===== src/rtl/sha256_pkg.sv =====
// Shared types for the SHA-256 message path: FSM states, 32-bit word, block size.
// Also carries the byte-reversal helper used by little-endian message builds.
package sha256_pkg;

    localparam int NUM_WORDS = 16;

    typedef logic [31:0] word_t;

    typedef enum logic [1:0] {
        IDLE,
        READ,
        DRAIN,
        DONE
    } state_t;

    function automatic word_t bswap(input word_t w);
        return {w[7:0], w[15:8], w[23:16], w[31:24]};
    endfunction

endpackage


===== src/rtl/msg_addr_counter.sv =====
// Word counter plus base register for the message fetch; address wraps
// modulo 2^ADDR_W through the natural width of the adder.
module msg_addr_counter #(
    parameter int ADDR_W = 8
) (
    input  logic              clock,
    input  logic              reset,
    input  logic              load,
    input  logic              inc,
    input  logic [ADDR_W-1:0] base_addr,
    output logic [3:0]        cnt,
    output logic [ADDR_W-1:0] addr
);

    logic [ADDR_W-1:0] base_q;

    // Word 0 goes out on the load edge itself, so the count resumes at 1.
    always_ff @(posedge clock or negedge reset) begin
        if (!reset) begin
            base_q <= '0;
            cnt    <= '0;
        end else if (load) begin
            base_q <= base_addr;
            cnt    <= 4'd1;
        end else if (inc) begin
            cnt    <= cnt + 4'd1;
        end
    end

    assign addr = base_q + ADDR_W'(cnt);

endmodule


===== src/rtl/msg_word_loader.sv =====
// Fetches one 16-word SHA-256 block from word memory and streams it out.
// Define MSG_WORD_LOADER_BYTESWAP_EN to byte-reverse words from little-endian memory.
module msg_word_loader #(
    parameter int ADDR_W    = 8,
    parameter int NUM_WORDS = 16
) (
    input  logic              clock,
    input  logic              reset,
    input  logic              start,
    input  logic [ADDR_W-1:0] base_addr,
    output logic              mem_rd_en,
    output logic [ADDR_W-1:0] mem_addr,
    input  logic [31:0]       mem_rd_data,
    output logic              busy,
    output logic              word_valid,
    output logic [3:0]        word_index,
    output logic [31:0]       word_data,
    output logic              read_complete
);

    import sha256_pkg::*;

    state_t            state;
    state_t            state_nx;
    logic [3:0]        cnt;
    logic [ADDR_W-1:0] cnt_addr;
    logic              accept;
    logic              issue;
    logic              rd_q;
    word_t             word_in;

    assign accept = (state == IDLE) && start;
    assign issue  = (state == READ) && (cnt != 4'd0);

`ifdef MSG_WORD_LOADER_BYTESWAP_EN
    assign word_in = bswap(mem_rd_data);
`else
    assign word_in = mem_rd_data;
`endif

    msg_addr_counter #(
        .ADDR_W(ADDR_W)
    ) u_cnt (
        .clock    (clock),
        .reset    (reset),
        .load     (accept),
        .inc      (issue),
        .base_addr(base_addr),
        .cnt      (cnt),
        .addr     (cnt_addr)
    );

    // Counter wraps to 0 once word 15 is issued, which ends READ.
    always_comb begin
        state_nx = state;
        unique case (state)
            IDLE:  if (start) state_nx = READ;
            READ:  if (cnt == 4'd0) state_nx = DRAIN;
            DRAIN: state_nx = DONE;
            DONE:  state_nx = IDLE;
        endcase
    end

    always_ff @(posedge clock or negedge reset) begin
        if (!reset) begin
            state     <= IDLE;
            busy      <= 1'b0;
            mem_rd_en <= 1'b0;
            mem_addr  <= '0;
        end else begin
            state     <= state_nx;
            busy      <= (state_nx != IDLE);
            mem_rd_en <= accept || issue;
            if (accept) begin
                mem_addr <= base_addr;
            end else if (issue) begin
                mem_addr <= cnt_addr;
            end
        end
    end

    // Read data lands one cycle after the strobe; rd_q marks it.
    always_ff @(posedge clock or negedge reset) begin
        if (!reset) begin
            rd_q          <= 1'b0;
            word_valid    <= 1'b0;
            word_index    <= '0;
            word_data     <= '0;
            read_complete <= 1'b0;
        end else begin
            rd_q          <= mem_rd_en;
            word_valid    <= rd_q;
            read_complete <= word_valid &&
                             (word_index == 4'(NUM_WORDS - 1));
            if (rd_q) begin
                word_data  <= word_in;
                word_index <= word_valid ? word_index + 4'd1 : 4'd0;
            end
        end
    end

endmodule


===== config.mk =====
export PLATFORM = sky130hd
export DESIGN_NAME = msg_word_loader
export DESIGN_NICKNAME = d
export VERILOG_FILES = /design/src/rtl/sha256_pkg.sv /design/src/rtl/msg_addr_counter.sv /design/src/rtl/msg_word_loader.sv
export SDC_FILE = /design/constraint.sdc
export NUM_CORES = 1
export LEC_CHECK = 0
export CAP_MARGIN = 20
export CELL_PAD_IN_SITES_DETAIL_PLACEMENT = 0
export CELL_PAD_IN_SITES_GLOBAL_PLACEMENT = 2
export CORE_MARGIN = 2
export CORE_UTILIZATION = 31
export CTS_CLUSTER_DIAMETER = 40
export CTS_CLUSTER_SIZE = 28
export DETAILED_ROUTE_END_ITERATION = 16
export PLACE_DENSITY = 0.86
export SETUP_SLACK_MARGIN = 0.15
export SYNTH_ARGS = -nofsm -noshare
export SYNTH_HDL_FRONTEND = slang
export SYNTH_SLANG_ARGS = --single-unit

===== constraint.sdc =====
create_clock -name clock -period 3 [get_ports clock]
set_input_delay 0.45 -clock clock [delete_from_list [all_inputs] [get_ports clock]]
set_output_delay 0.45 -clock clock [all_outputs]
set_load 0.02 [all_outputs]

==> results of run 1 <==
-- placed cells by master, fill, tap and decap left out, drive strengths merged, types with 9 or more instances in the layout --
cell	n
dfrtp	63
clkdlybuf4s50	89
mux2	32
nand2	24
o21ai	16
a21oi	10
clkbuf	10
nor2	10
inv	9
-- power by group through the flow --
stage | registers, mW | clock network (mW) | logic (mW)
detailed placement | 1.56 | 0 | 2.20
global route | 1.60 | 0.860 | 2.35
global placement | 1.55 | 0 | 2.18
CTS | 1.54 | 0.820 | 2.20
finish | 1.54 | 0.792 | 2.17
floorplan | 1.89 | 0 | 0.948
-- metrics by stage --
step	cell area, um2	hold WS [ns]	power [mW]	util
global placement	3690	0.357	3.73	0.444
CTS	3900	0.275	4.57	0.470
detailed placement	3690	0.363	3.76	0.444
floorplan	2680	0.154	2.84	-
finish	3900	0.244	4.50	0.470
global route	3900	0.328	4.81	0.470
-- worst max path at each step --
stage	to	start	cells past startpoint	slack, ns
finish	word_valid	word_valid$_DFF_PN0_	1	1.13
global route	mem_addr[6]$_DFFE_PN0P_	u_cnt.cnt[0]$_DFFE_PN0P_	8	0.96
CTS	word_valid	word_valid$_DFF_PN0_	1	1.09
detailed placement	mem_addr[6]$_DFFE_PN0P_	u_cnt.cnt[0]$_DFFE_PN0P_	8	1.14
global placement	mem_addr[6]$_DFFE_PN0P_	u_cnt.cnt[0]$_DFFE_PN0P_	8	1.15
floorplan	mem_addr[6]$_DFFE_PN0P_	u_cnt.cnt[0]$_DFFE_PN0P_	8	1.28
-- sequential cells by signal, summed over array words and instances (netlist names) --
| name | cells |
|---|---|
| word_valid | 1 |
| word_index | 4 |
| u_cnt.cnt | 4 |
| read_complete | 1 |
| mem_addr | 8 |
| busy | 1 |
| state | 2 |
| word_data | 32 |
| mem_rd_en | 1 |
| rd_q | 1 |
| u_cnt.base_q | 8 |
-- logic make-up (layout without fill, tap and decap cells) --
kind of cell | count (synthesis) | after routing
muxes | 33 | 33
and+or+nand+nor | 54 | 54
buffers and inverters | 18 | 119
AOI/OAI and AO/OA | 38 | 38
adders and majority gates | 8 | 8
DFF | 63 | 63
xor gates and xnor gates | 6 | 6
-- cell type report --
class	instances	area share
clock buffer	10	0.0327
timing repair buffer	94	0.237
sequential	63	0.404
clock inverter	6	0.0218
multi-input combinational	139	0.261
inverter	9	0.00866
tap	105	0.0337
-- metal layers --
layer / part of all wire / vias to the layer above / track usage
li1: - / 953 / -
met1: 0.52 / 909 / 0.178
met2: 0.41 / 68 / 0.181
met3: 0.054 / 7 / 0.0462
met4: 0.013 / 0 / 0.0488
met5: 0 / - / 0
==> impl_metrics.csv, run 1 <==
group,metric,value,unit
yosys,synth_top_family_by_area,"multiplexers",
timing,rsz0062_at_grt,"no",
setup_path,path_cells,"clkdlybuf4s50_1",
clocking,clock_latency,0.34,ns
clocking,cts_tree,"yes",
clocking,root_buffer,"clkbuf_8",
yosys,syn-num-nets,271,
final_layout,seq_area,1580,um2
final_layout,antennaDiodeCount,0,
setup_path,crit_path_max_fanout,6,
clocking,cts_hold_buf,0,
setup_path,cp_data_required_time,2.55,ns
setup_path,reg2reg_to,"mem_addr[6]$_DFFE_PN0P_",
floorplanning,dieHeight,96.9,um
yosys,async_flop_share,1.00,
final_layout,syn_to_final_growth,45.7,%
clocking,cts.sinks,63,
placement,pre_cts_ws,1.14,ns
pwr,seq_power_share,0.341,
yosys,avgSynthCellArea,12.2,um2
global_routing,grt_first_pass_wirelength,9530,um
pwr,ir_worst_vdd,0.396,mV
setup_path,start_kind,"flip-flop",
yosys,synth-xor-area-share,0.0196,
yosys,yosys-top-cells-area,"dfrtp_1 59%, mux2_2 13%, nand2_1 3.4%",
timing,skew,0.00802,ns
floorplanning,rows,33,
setup_path,cp.arrival,1.42,ns
floorplanning,start_util,0.323,
yosys,synth-edff-count,0,
drt,avgViaCountPerCell,4.55,
drt,wl_per_cell,13.3,um
yosys,synth-seq-cells,63,
drt,first_pass_iters,3,
pwr,power_frac_clock,0.176,
pwr,swShare,0.372,
placement,gp_congestion,0.716,
final_layout,fillCellCount,772,
yosys,yosys.area.top_type,"dfrtp_1",
clocking,path_clk_slew,0.07,ns
timing,fin_ws,1.13,ns
timing,setup-tns-final,0,ns
timing,drv_slew,0,
clocking,clock_path_buffers,2,
timing,slew-limit-headroom,0.370,
floorplanning,die_w,96.9,um
yosys,ys_types,36,
pwr,intPower,2.82,mW
worst_hold_path,worst_hold_path_type,"in -> async",
final_layout,instances_no_fill,426,
yosys,ys_warn_count,0,
clocking,cts-htree-levels,3,
setup_path,r2r-start,"u_cnt.cnt[0]$_DFFE_PN0P_",
drt,drc,0,
yosys,ys_seq_area_frac,0.589,
yosys,synth_ff_type,"dfrtp_1",
timing,finalSetupViolCount,0,
floorplanning,coreArea,8300,um2
pwr,switchingPower,1.67,mW
drt,routed_wl,5690,um
yosys,synth_top_area_share,0.589,
placement,portBuffers,90,
setup_path,rr_worst_depth,8,
yosys,netlist_area,2680,um2
floorplanning,io_pins,91,
yosys,muxShareOfSynthArea,0.138,
setup_path,critPathBufInv,1,
clocking,ctsResizeCount,0,
global_routing,grt_overflow_total,0,
timing,period_share,0.625,
setup_path,end_kind,"output pin",
timing,worst_pin_slew,0.945,ns
yosys,synth_most_common_cell,"dfrtp_1",
placement,dpl.hpwl,4140,um
yosys,synthAdderAreaFrac,0.0402,
pwr,cellLeakagePower,1.69,nW
setup_path,slowest_stage,"clkdlybuf4s50_1",
final_layout,layout-drive-gt1-share,0.174,
yosys,synth_compound_area_frac,0.0846,
global_routing,grt_max_degree,45,
pwr,pwr-share-comb,0.482,
global_routing,grt_pass1_vias,1904,
yosys,syn_inst,220,
job,max-cap-violations,0,
yosys,synth_simple_gate_area_frac,0.0981,
setup_path,rrSetupSlack,1.13,ns
final_layout,multiInputGateArea,1020,um2
setup_path,critPathKind,"reg -> out",
setup_path,critPathTopFamily,"buffers and inverters",
floorplanning,die_area,9400,um2
clocking,numCtsBuffers,9,
pwr,power.density,1150,nW/um2
clocking,post_cts.repair.setup_buffers,0,
global_routing,track_usage,0.127,
timing,fmax,534,MHz
placement,placed_cells,410,
drt,final_antenna_net_count,0,
global_routing,antenna_found_initial,0,
timing,finalHoldViolations,0,
outcome,status,"complete, no violations",
yosys,synthTopCellsByCount,"63 x dfrtp_1, 32 x mux2_2, 24 x nand2_1, 16 x o21ai_0",
drt,drt_iter0_drc,24,
drt,vias,1937,
setup_path,slowest_delay,0.65,ns
timing,finalCriticalPeriod,1.87,ns
final_layout,nets,367,
Note: power is estimated with default switching activity, not from simulation.
==> run 2, diff against run 1 <==
CORE_UTILIZATION = 28   (was 31)
PLACE_DENSITY = 0.79   (was 0.86)
clock period = 1.76 ns   (was 3 ns; I/O delays follow)
==> impl_metrics.csv, run 2 (same netlist as run 1, synthesis figures left out) <==
group,metric,value,unit
outcome,status,"complete, no violations",
global_routing,gr-usage-met3,0.0483,
final_layout,antennaDiodeCount,0,
setup_path,critPathKind,"reg -> reg",
timing,skew,0.0132,ns
final_layout,instances_no_fill,465,
final_layout,largest_register_ffs,32,
timing,fmax,604,MHz
pwr,ir_worst_vdd,0.764,mV
setup_path,cp_data_required_time,1.97,ns
global_routing,grt_pass1_vias,2074,
final_layout,syn_to_final_growth,55.7,%
drt,drc,0,
drt,vias,2045,
clocking,cts_tree,"yes",
global_routing,grt_max_degree,64,
pwr,power,7.97,mW
drt,first_pass_iters,4,
drt,routed_wl,6320,um
global_routing,antenna_found_initial,0,
clocking,clock_path_buffers,2,
floorplanning,die_area,10400,um2
timing,slew-limit-headroom,0.770,
global_routing,busiest_layer,"met2",
setup_path,crit_path_max_fanout,5,
placement,portBuffers,90,
final_layout,biggestRegsByFlops,"word_data: 32 flops, mem_addr: 8 flops, u_cnt.base_q: 8 flops",
final_layout,final_cell_mix,"67 x clkdlybuf4s50_1, 62 x dfrtp_1, 32 x mux2_2, 21 x nand2_1, 16 x dlymetal6s2s_1",
floorplanning,coreArea,9240,um2
timing,period_share,0.941,
drt,avgViaCountPerCell,4.40,
floorplanning,start_util,0.290,
timing,setup-tns-final,0,ns
job,max-cap-violations,0,
clocking,cts-htree-levels,3,
global_routing,track_usage,0.124,
global_routing,grt_util_met1,0.168,
pwr,power.density,1910,nW/um2
clocking,clock_latency,0.33,ns
placement,gp_congestion,0.780,
timing,finalHoldViolations,0,
timing,worst_pin_slew,0.344,ns
clocking,cts.sinks,63,
floorplanning,dieHeight,102,um
drt,drt_iter0_drc,38,
clocking,root_buffer,"clkbuf_8",
timing,rsz0062_at_grt,"yes",
floorplanning,die_w,102,um
clocking,numCtsBuffers,9,
setup_path,path_cells,"inv_2 -> ha_4 -> or3b_4 -> nand2b_4 -> a2111oi_2 -> a41oi_1 -> o211ai_1",
final_layout,nets,382,
drt,final_antenna_net_count,0,
clocking,path_clk_slew,0.07,ns
worst_hold_path,worst_hold_path_type,"reg -> reg",
global_routing,grt_overflow_total,0,
floorplanning,io_pins,91,
pwr,cellLeakagePower,1.95,nW
timing,finalCriticalPeriod,1.66,ns
global_routing,grt_first_pass_wirelength,9890,um
timing,drv_slew,0,
setup_path,cp.arrival,1.87,ns
drt,wl_per_cell,13.6,um
setup_path,slowest_stage,"or3b_4",
setup_path,end_kind,"flip-flop",
setup_path,slowest_delay,0.42,ns
timing,finalSetupViolCount,0,
timing,holdWs,0.376,ns
final_layout,layout-drive-gt1-share,0.262,
placement,placed_cells,443,
floorplanning,rows,35,
final_layout,final_common_cell,"clkdlybuf4s50_1",
final_layout,fillCellCount,870,
final_layout,top_register,"word_data",
global_routing,gr-usage-met2,0.185,
setup_path,start_kind,"flip-flop",
placement,dpl.hpwl,4330,um
-- run 2: what timing repair did --
action                                 in CTS  in global routing
setup buffers                               2                  1
hold buffers                                1                  0
endpoints found under the hold margin      63                  0
setup endpoints to repair                  16                 27
pin swaps                                   0                  6
gates resized for setup                    13                 36
cloned                                      1                  1
-- run 2: metrics by stage --
stage / instance area (um2) / setup slack (ns) / util
2_1_floorplan: 2710 / 0.126 / -
3_3_place_gp: 3830 / 0.0862 / 0.414
3_5_place_dp: 3830 / 0.0530 / 0.414
4_1_cts: 4040 / 0.123 / 0.437
5_1_grt: 4170 / -0.0138 / 0.451
6_report: 4170 / 0.104 / 0.451
-- run 2: worst paths after layout --
path	start	endpoint	slack (ns)	cells after the start
setup / recovery	u_cnt.cnt[1]$_DFFE_PN0P_	mem_addr[5]$_DFFE_PN0P_	0.10	7
hold / removal	mem_rd_en$_DFF_PN0_	rd_q$_DFF_PN0_	0.38	0
setup reg to reg	u_cnt.cnt[1]$_DFFE_PN0P_	mem_addr[5]$_DFFE_PN0P_	0.10	7
hold reg to reg	mem_rd_en$_DFF_PN0_	rd_q$_DFF_PN0_	0.38	0
max in group asynchronous	reset	u_cnt.cnt[2]$_DFFE_PN0P_	0.99	3
min in group asynchronous	reset	read_complete$_DFF_PN0_	0.47	3
-- run 2: report_power, final --
part,switching (mW),internal [mW]
sequential,0.428,2.15
combinational,2.13,2.19
clock,0.569,0.503
-- run 2: worst max-delay path, delay by kind of cell (launching register included) --
family	cells	cell delay, ns
compound gates	3	0.32
simple gates	2	0.57
flops	1	0.41
fa+ha+maj	1	0.12
buf+inv	1	0.10
-- run 2: layout make-up --
| cell class | count | area, um2 | area share |
|---|---|---|---|
| multi-input cells | 141 | 1150 | 0.276 |
| clock buffers | 10 | 128 | 0.0306 |
| repair buffers | 107 | 1080 | 0.260 |
| clock inverters | 6 | 37.5 | 0.00900 |
| flip-flops and latches | 63 | 1580 | 0.378 |
| inverters | 9 | 33.8 | 0.00810 |
| well taps | 129 | 161 | 0.0387 |
-- run 2: metal layers --
metal  up-vias  wire length, um
met2        84             2640
met5         -                0
met1       975             3070
li1        980                -
met4         0               51
met3         6              559
==> run 3, diff against run 2 <==
ABC_CLOCK_PERIOD_IN_PS = 1760   (was default)
HOLD_SLACK_MARGIN = 0.02   (was default)
==> results of run 3 <==
The final DEF is identical to that of run 2; final timing and power are the same.
==> RTL change 1: new RTL, config.mk and constraints of run 3 <==
Encoding of `state_t`: now one-hot (4 bits for 4 states).
--- a/src/rtl/sha256_pkg.sv
+++ b/src/rtl/sha256_pkg.sv
@@ -6,11 +6,11 @@
 
     typedef logic [31:0] word_t;
 
-    typedef enum logic [1:0] {
-        IDLE,
-        READ,
-        DRAIN,
-        DONE
+    typedef enum logic [3:0] {
+        IDLE  = 4'b0001,
+        READ  = 4'b0010,
+        DRAIN = 4'b0100,
+        DONE  = 4'b1000
     } state_t;
 
     function automatic word_t bswap(input word_t w);
Behaviour: same outputs for any inputs over 10 cycles, from zero or initial values and one cycle with reset low; not proved beyond that.
==> RTL change 1 against run 3 <==
- sequential cell count increased by 2
- area after synthesis increased by 6.2%
- sequential power decreased by 3%
- setup slack got worse by 0.069 ns
- critical path depth decreased by 1
- first-iteration DRC count increased by 63%
- via count increased by 9.8%
- power increased by 9.6%
- cell area increased by 11%
- routed wire length increased by 11%
- worst hold slack got worse by 0.0080 ns
- largest cell class unchanged
- highest routed layer unchanged
==> RTL change 1: results (changes against run 3) <==
INFO  run_status     outcome=finished, final reports clean
INFO  setup_path     critPathMaxStageDelay=0.52ns [+0.10 ns]
INFO  global_route   grt_first_pass_wirelength=11000um [+12%]
INFO  global_route   grt_use_total=12.7% [+0.27 points]
INFO  final_layout   fillerInstances=928 [+6.7%]
INFO  global_route   first_global_vias=2165 [+4.4%]
INFO  logic_synthesis synth.net_count=292 [+7.7%]
INFO  logic_synthesis ys_seq_area_share=57.2% [-1.6 points]
INFO  placement      sum_of_net_half_perimeters_after_detailed_placement=4700um [+8.6%]
INFO  final_layout   proportion_of_layout_cells_with_a_drive_suffix_above_1=30.7% [+4.5 points]
INFO  global_route   grt_util_met1=17.3% [+0.52 points]
INFO  final_layout   nets=414 [+8.4%]
INFO  power_and_ir_drop power.static_leakage=0.00219uW [+12%]
INFO  placement      dp_worst_setup_slack=0.0231ns [-0.0299 ns]
INFO  logic_synthesis synth.top_cells.by_area=sky130_fd_sc_hd__dfrtp_1 56%, sky130_fd_sc_hd__mux2_2 13%, sky130_fd_sc_hd__nand2_1 3.8%
INFO  drt            route.detailed.wl_per_inst=14.0um [+3.3%]
INFO  placement      placed_cells_incl_taps=477 [+7.7%]
INFO  logic_synthesis postSynthAreaPerCell=11.8um^2 [-3.0%]
INFO  sta            final_period_minus_worst_setup_slack=1.72ns [+0.0686 ns]
INFO  setup_path     worst-path-max-fanout=4 [-1]
INFO  global_route   grt.met3_usage=4.68% [-0.15 points]
INFO  setup_path     critPathSlowestCell=sky130_fd_sc_hd__or4b_1
INFO  final_layout   final-instance-count-excl-fill=501 [+7.7%]
INFO  power_and_ir_drop power.ir.vdd_worst=862uV [+13%]
INFO  setup_path     timing.critical_path.arrival=1.94ns [+0.07 ns]
INFO  logic_synthesis synth.distinct_cells=42 [+17%]
RTL change 1: changes by cell type in the layout (fill, tap and decap cells not counted), sizes merged, moves of 4 or more:
cell           before  now
clkdlybuf4s50      67   56
bufinv              0    4
nand2              24   32
dlymetal6s2s       16   26
nand2b              6    1
nor2               10   14
buf                17   29
RTL change 1: metal layers:
metal / up-vias / routed length (um)
met5: - / 0
li1: 1092 / -
met2: 60 / 3400
met4: 0 / 49
met3: 5 / 341
met1: 1088 / 3250
RTL change 1: area by class of cell:
type / instances / area (um^2) / area share [%]
inverter: 10 / 37.5 / 0.811
tap: 133 / 166 / 3.60
multi-input combinational: 158 / 1310 / 28.3
clock inverter: 6 / 138 / 2.98
clock buffer: 10 / 128 / 2.76
timing repair buffer: 119 / 1220 / 26.3
sequential: 65 / 1630 / 35.2
RTL change 1: per-stage QoR:
step | total power (uW) | instance area, um^2 | hold WS (ns)
after floorplan | 4790 | 2880 | -0.0316
after global placement | 6460 | 4090 | 0.314
after detailed placement | 6520 | 4090 | 0.319
after CTS | 8280 | 4380 | 0.375
after global routing | 9330 | 4630 | 0.397
final | 8740 | 4630 | 0.368
RTL change 1: cells by family (layout without fill, tap and decap cells):
group / after synthesis / count (layout) / share of synthesized area, %
simple gates: 69 / 70 / 12.9
flops: 65 / 65 / 57.2
compound gates: 40 / 40 / 7.88
mux: 35 / 35 / 13.7
buf+inv: 19 / 145 / 2.95
fa+ha+maj: 8 / 8 / 3.78
xor+xnor: 5 / 5 / 1.54
RTL change 1: repair_timing:
item / 4_1_cts / 5_1_grt
hold buffers: 1 / 0
resized for setup: 11 / 57
setup endpoints to repair: 17 / 44
setup buffers: 2 / 4
hold endpoints to repair: 64 / 0
gates cloned: 0 / 1
pin swaps: 2 / 9
RTL change 1: report_power, final:
group / total (uW) / leakage, uW / switching (uW) / internal (uW)
Sequential: 2500 / 0.000769 / 419 / 2080
Combinational: 4550 / 0.00129 / 2210 / 2340
Clock: 1690 / 0.000131 / 597 / 1100
Total: 8740 / 0.00219 / 3220 / 5520
RTL change 1: worst max-delay path: cells and delay by family, from the launching register on:
| family | cells | cell delay [ns] |
|---|---|---|
| buf+inv | 2 | 0.19 |
| fa+ha+maj | 1 | 0.16 |
| compound gates | 1 | 0.08 |
| flops | 1 | 0.41 |
| simple gates | 2 | 0.77 |
RTL change 1: path summary, 6_finish.rpt:
path,startpoint,end,depth (start not counted)
setup / recovery,u_cnt.cnt[0],busy,6
hold / removal,mem_rd_en,rd_q,0
setup reg to reg,u_cnt.cnt[0],busy,6
hold reg to reg,mem_rd_en,rd_q,0
max in group asynchronous,reset,u_cnt.cnt[2],3
min in group asynchronous,reset,busy,3
==> RTL change 2: new RTL, config.mk and constraints of run 3 <==
Made on the original files. Register the inputs `start` and `base_addr` before use, without a reset. The logic sees them one clock later. The other inputs are not delayed to match.
--- a/src/rtl/msg_word_loader.sv
+++ b/src/rtl/msg_word_loader.sv
@@ -20,6 +20,14 @@
 
     import sha256_pkg::*;
 
+    logic start_q;
+    logic [ADDR_W-1:0] base_addr_q;
+
+    always_ff @(posedge clock) begin
+        start_q     <= start;
+        base_addr_q <= base_addr;
+    end
+
     state_t            state;
     state_t            state_nx;
     logic [3:0]        cnt;
@@ -29,7 +37,7 @@
     logic              rd_q;
     word_t             word_in;
 
-    assign accept = (state == IDLE) && start;
+    assign accept = (state == IDLE) && start_q;
     assign issue  = (state == READ) && (cnt != 4'd0);
 
 `ifdef MSG_WORD_LOADER_BYTESWAP_EN
@@ -45,7 +53,7 @@
         .reset    (reset),
         .load     (accept),
         .inc      (issue),
-        .base_addr(base_addr),
+        .base_addr(base_addr_q),
         .cnt      (cnt),
         .addr     (cnt_addr)
     );
@@ -54,7 +62,7 @@
     always_comb begin
         state_nx = state;
         unique case (state)
-            IDLE:  if (start) state_nx = READ;
+            IDLE:  if (start_q) state_nx = READ;
             READ:  if (cnt == 4'd0) state_nx = DRAIN;
             DRAIN: state_nx = DONE;
             DONE:  state_nx = IDLE;
@@ -72,7 +80,7 @@
             busy      <= (state_nx != IDLE);
             mem_rd_en <= accept || issue;
             if (accept) begin
-                mem_addr <= base_addr;
+                mem_addr <= base_addr_q;
             end else if (issue) begin
                 mem_addr <= cnt_addr;
             end
Function: changed (a bounded check fails within 4 cycles, from zero or initial values and one cycle with reset low).
==> RTL change 2 against run 3 <==
- first-iteration DRC count up 37%
- routed wire length up 2.1%
- critical endpoint unchanged
- area after synthesis up 6.7%
- cell count up 2.8%
- critical path type unchanged
- largest cell class unchanged
- die area up 6.5%
- global-route usage about the same
- sequential cell count up 9
- clock power up 21%
- setup slack worse by 0.036 ns
- cell area up 6.3%
- power up 6.2%
==> RTL change 2: results (changes against run 3) <==
INFO  logic_synthesis synth.top_cells.by_area=sky130_fd_sc_hd__dfrtp_1 55%, sky130_fd_sc_hd__mux2_2 13%, sky130_fd_sc_hd__dfxtp_1 6.3%
INFO  hold_path      hold_class=primary input to register
INFO  logic_synthesis synth.net_count=280 [+3.3%]
INFO  global_route   grt_first_pass_wirelength=10900um [+9.9%]
INFO  logic_synthesis postSynthAreaPerCell=12.5um^2 [+2.5%]
INFO  final_layout   proportion_of_layout_cells_with_a_drive_suffix_above_1=26.4% [+0.19 points]
INFO  final_layout   fillerInstances=981 [+13%]
INFO  power_and_ir_drop power.static_leakage=0.00215uW [+10%]
INFO  setup_path     timing.critical_path.arrival=1.91ns [+0.04 ns]
INFO  hold_path      whs_path_depth=1 [+1]
INFO  drt            routed_via_count=2109 [+3.1%]
INFO  hold_path      hold_start=base_addr[2]
INFO  clocking       clock_sink_count=72 [+14%]
INFO  logic_synthesis synth.distinct_cells=37 [+2.8%]
INFO  global_route   grt_use_total=12.4% [+0.025 points]
INFO  drt            drt_iter0_markers=52 [+37%]
INFO  setup_path     rr_startpoint=u_cnt.cnt[0]
INFO  power_and_ir_drop power.ir.vdd_worst=746uV [-2.5%]
INFO  placement      placed_cells_incl_taps=452 [+2.0%]
INFO  hold_path      min_delay_worst_endpoint=base_addr_q[2]
INFO  run_status     outcome=finished, final reports clean
INFO  logic_synthesis async_flop_share=87.5% [-13 points]
INFO  logic_synthesis ys_seq_area_share=61.5% [+2.6 points]
INFO  power_and_ir_drop p_sw=3250uW [+3.8%]
INFO  drt            route.detailed.wl_per_inst=13.5um [-0.70%]
INFO  global_route   first_global_vias=2204 [+6.3%]
INFO  placement      sum_of_net_half_perimeters_after_detailed_placement=4520um [+4.6%]
INFO  setup_path     r2r_setup_slack=0.07ns [-0.04 ns]
INFO  global_route   grt_start_max_net_pins=28 [-56%]
INFO  sta            finClkSkew=0.00607ns [-0.00712 ns]
INFO  global_route   antenna_found_initial=0 [unchanged]
-- RTL change 2: cell types whose count changed in the layout (fill, tap and decap cells not counted), moves of 3 or more --
cell | before | now
sky130_fd_sc_hd__clkdlybuf4s50_1 | 67 | 54
sky130_fd_sc_hd__dlymetal6s2s_1 | 16 | 27
sky130_fd_sc_hd__dfxtp_1 | 0 | 9
sky130_fd_sc_hd__a21oi_1 | 7 | 2
sky130_fd_sc_hd__a21oi_2 | 2 | 7
sky130_fd_sc_hd__clkinv_2 | 3 | 0
-- RTL change 2: worst max path at each step --
stage	depth (start not counted)	to
final	6	mem_addr[5]
after global routing	8	mem_addr[6]
after CTS	7	mem_addr[5]
after detailed placement	7	mem_addr[5]
after global placement	7	mem_addr[5]
after floorplan	8	mem_addr[6]
-- RTL change 2: kinds of logic after synthesis --
group,synth area share (%)
AO/OA/AOI/OAI,7.93
XOR/XNOR,1.84
adder cells (fa/ha/maj),3.77
buffers and inverters,2.85
flip-flops,61.5
multiplexers,13.0
AND/OR/NAND/NOR,9.19
-- RTL change 2: per-layer routing --
metal  GRT usage [%]  part of all wire [%]  vias to the layer above
met5               0                     0                        -
met4            4.57                   1.4                        0
met3            4.05                   5.7                       10
met2            18.5                    46                       76
met1            16.8                    47                     1013
li1                -                     -                     1010
-- RTL change 2: power groups by stage --
stage | clock [uW] | sequential [uW] | combinational [uW]
floorplan | 0 | 3470 | 1670
global placement | 0 | 2840 | 3940
detailed placement | 0 | 2850 | 3990
CTS | 1360 | 2820 | 4100
global route | 1430 | 2910 | 4740
finish | 1300 | 2800 | 4370
-- RTL change 2: timing repair --
item                                    CTS  global route
endpoints found under the setup margin   19            40
setup buffers                             4             3
hold buffers                              1             0
hold endpoints to repair                 20             0
pin swaps                                 5             6
cloned                                    1             1
resized for setup                        14            52
-- RTL change 2: area by class of cell --
class / count / share of cell area (%)
Multi-Input combinational cell: 141 / 26.0
Timing Repair Buffer: 107 / 25.4
Sequential cell: 72 / 39.7
Inverter: 9 / 0.762
Tap cell: 133 / 3.75
Clock inverter: 6 / 1.55
Clock buffer: 10 / 2.88
-- RTL change 2: per-stage QoR --
stage / setup TNS, ns / instance area (um^2) / total power (uW) / hold WS, ns / setup slack, ns
global route: -0.0642 / 4430 / 9080 / 0.347 / -0.0342
CTS: 0 / 4250 / 8280 / 0.336 / 0.0636
detailed placement: -0.0115 / 3990 / 6850 / 0.286 / -0.0115
finish: 0 / 4430 / 8460 / 0.359 / 0.0680
floorplan: 0 / 2890 / 5140 / -0.0316 / 0.126
global placement: 0 / 3990 / 6780 / 0.280 / 0.0524
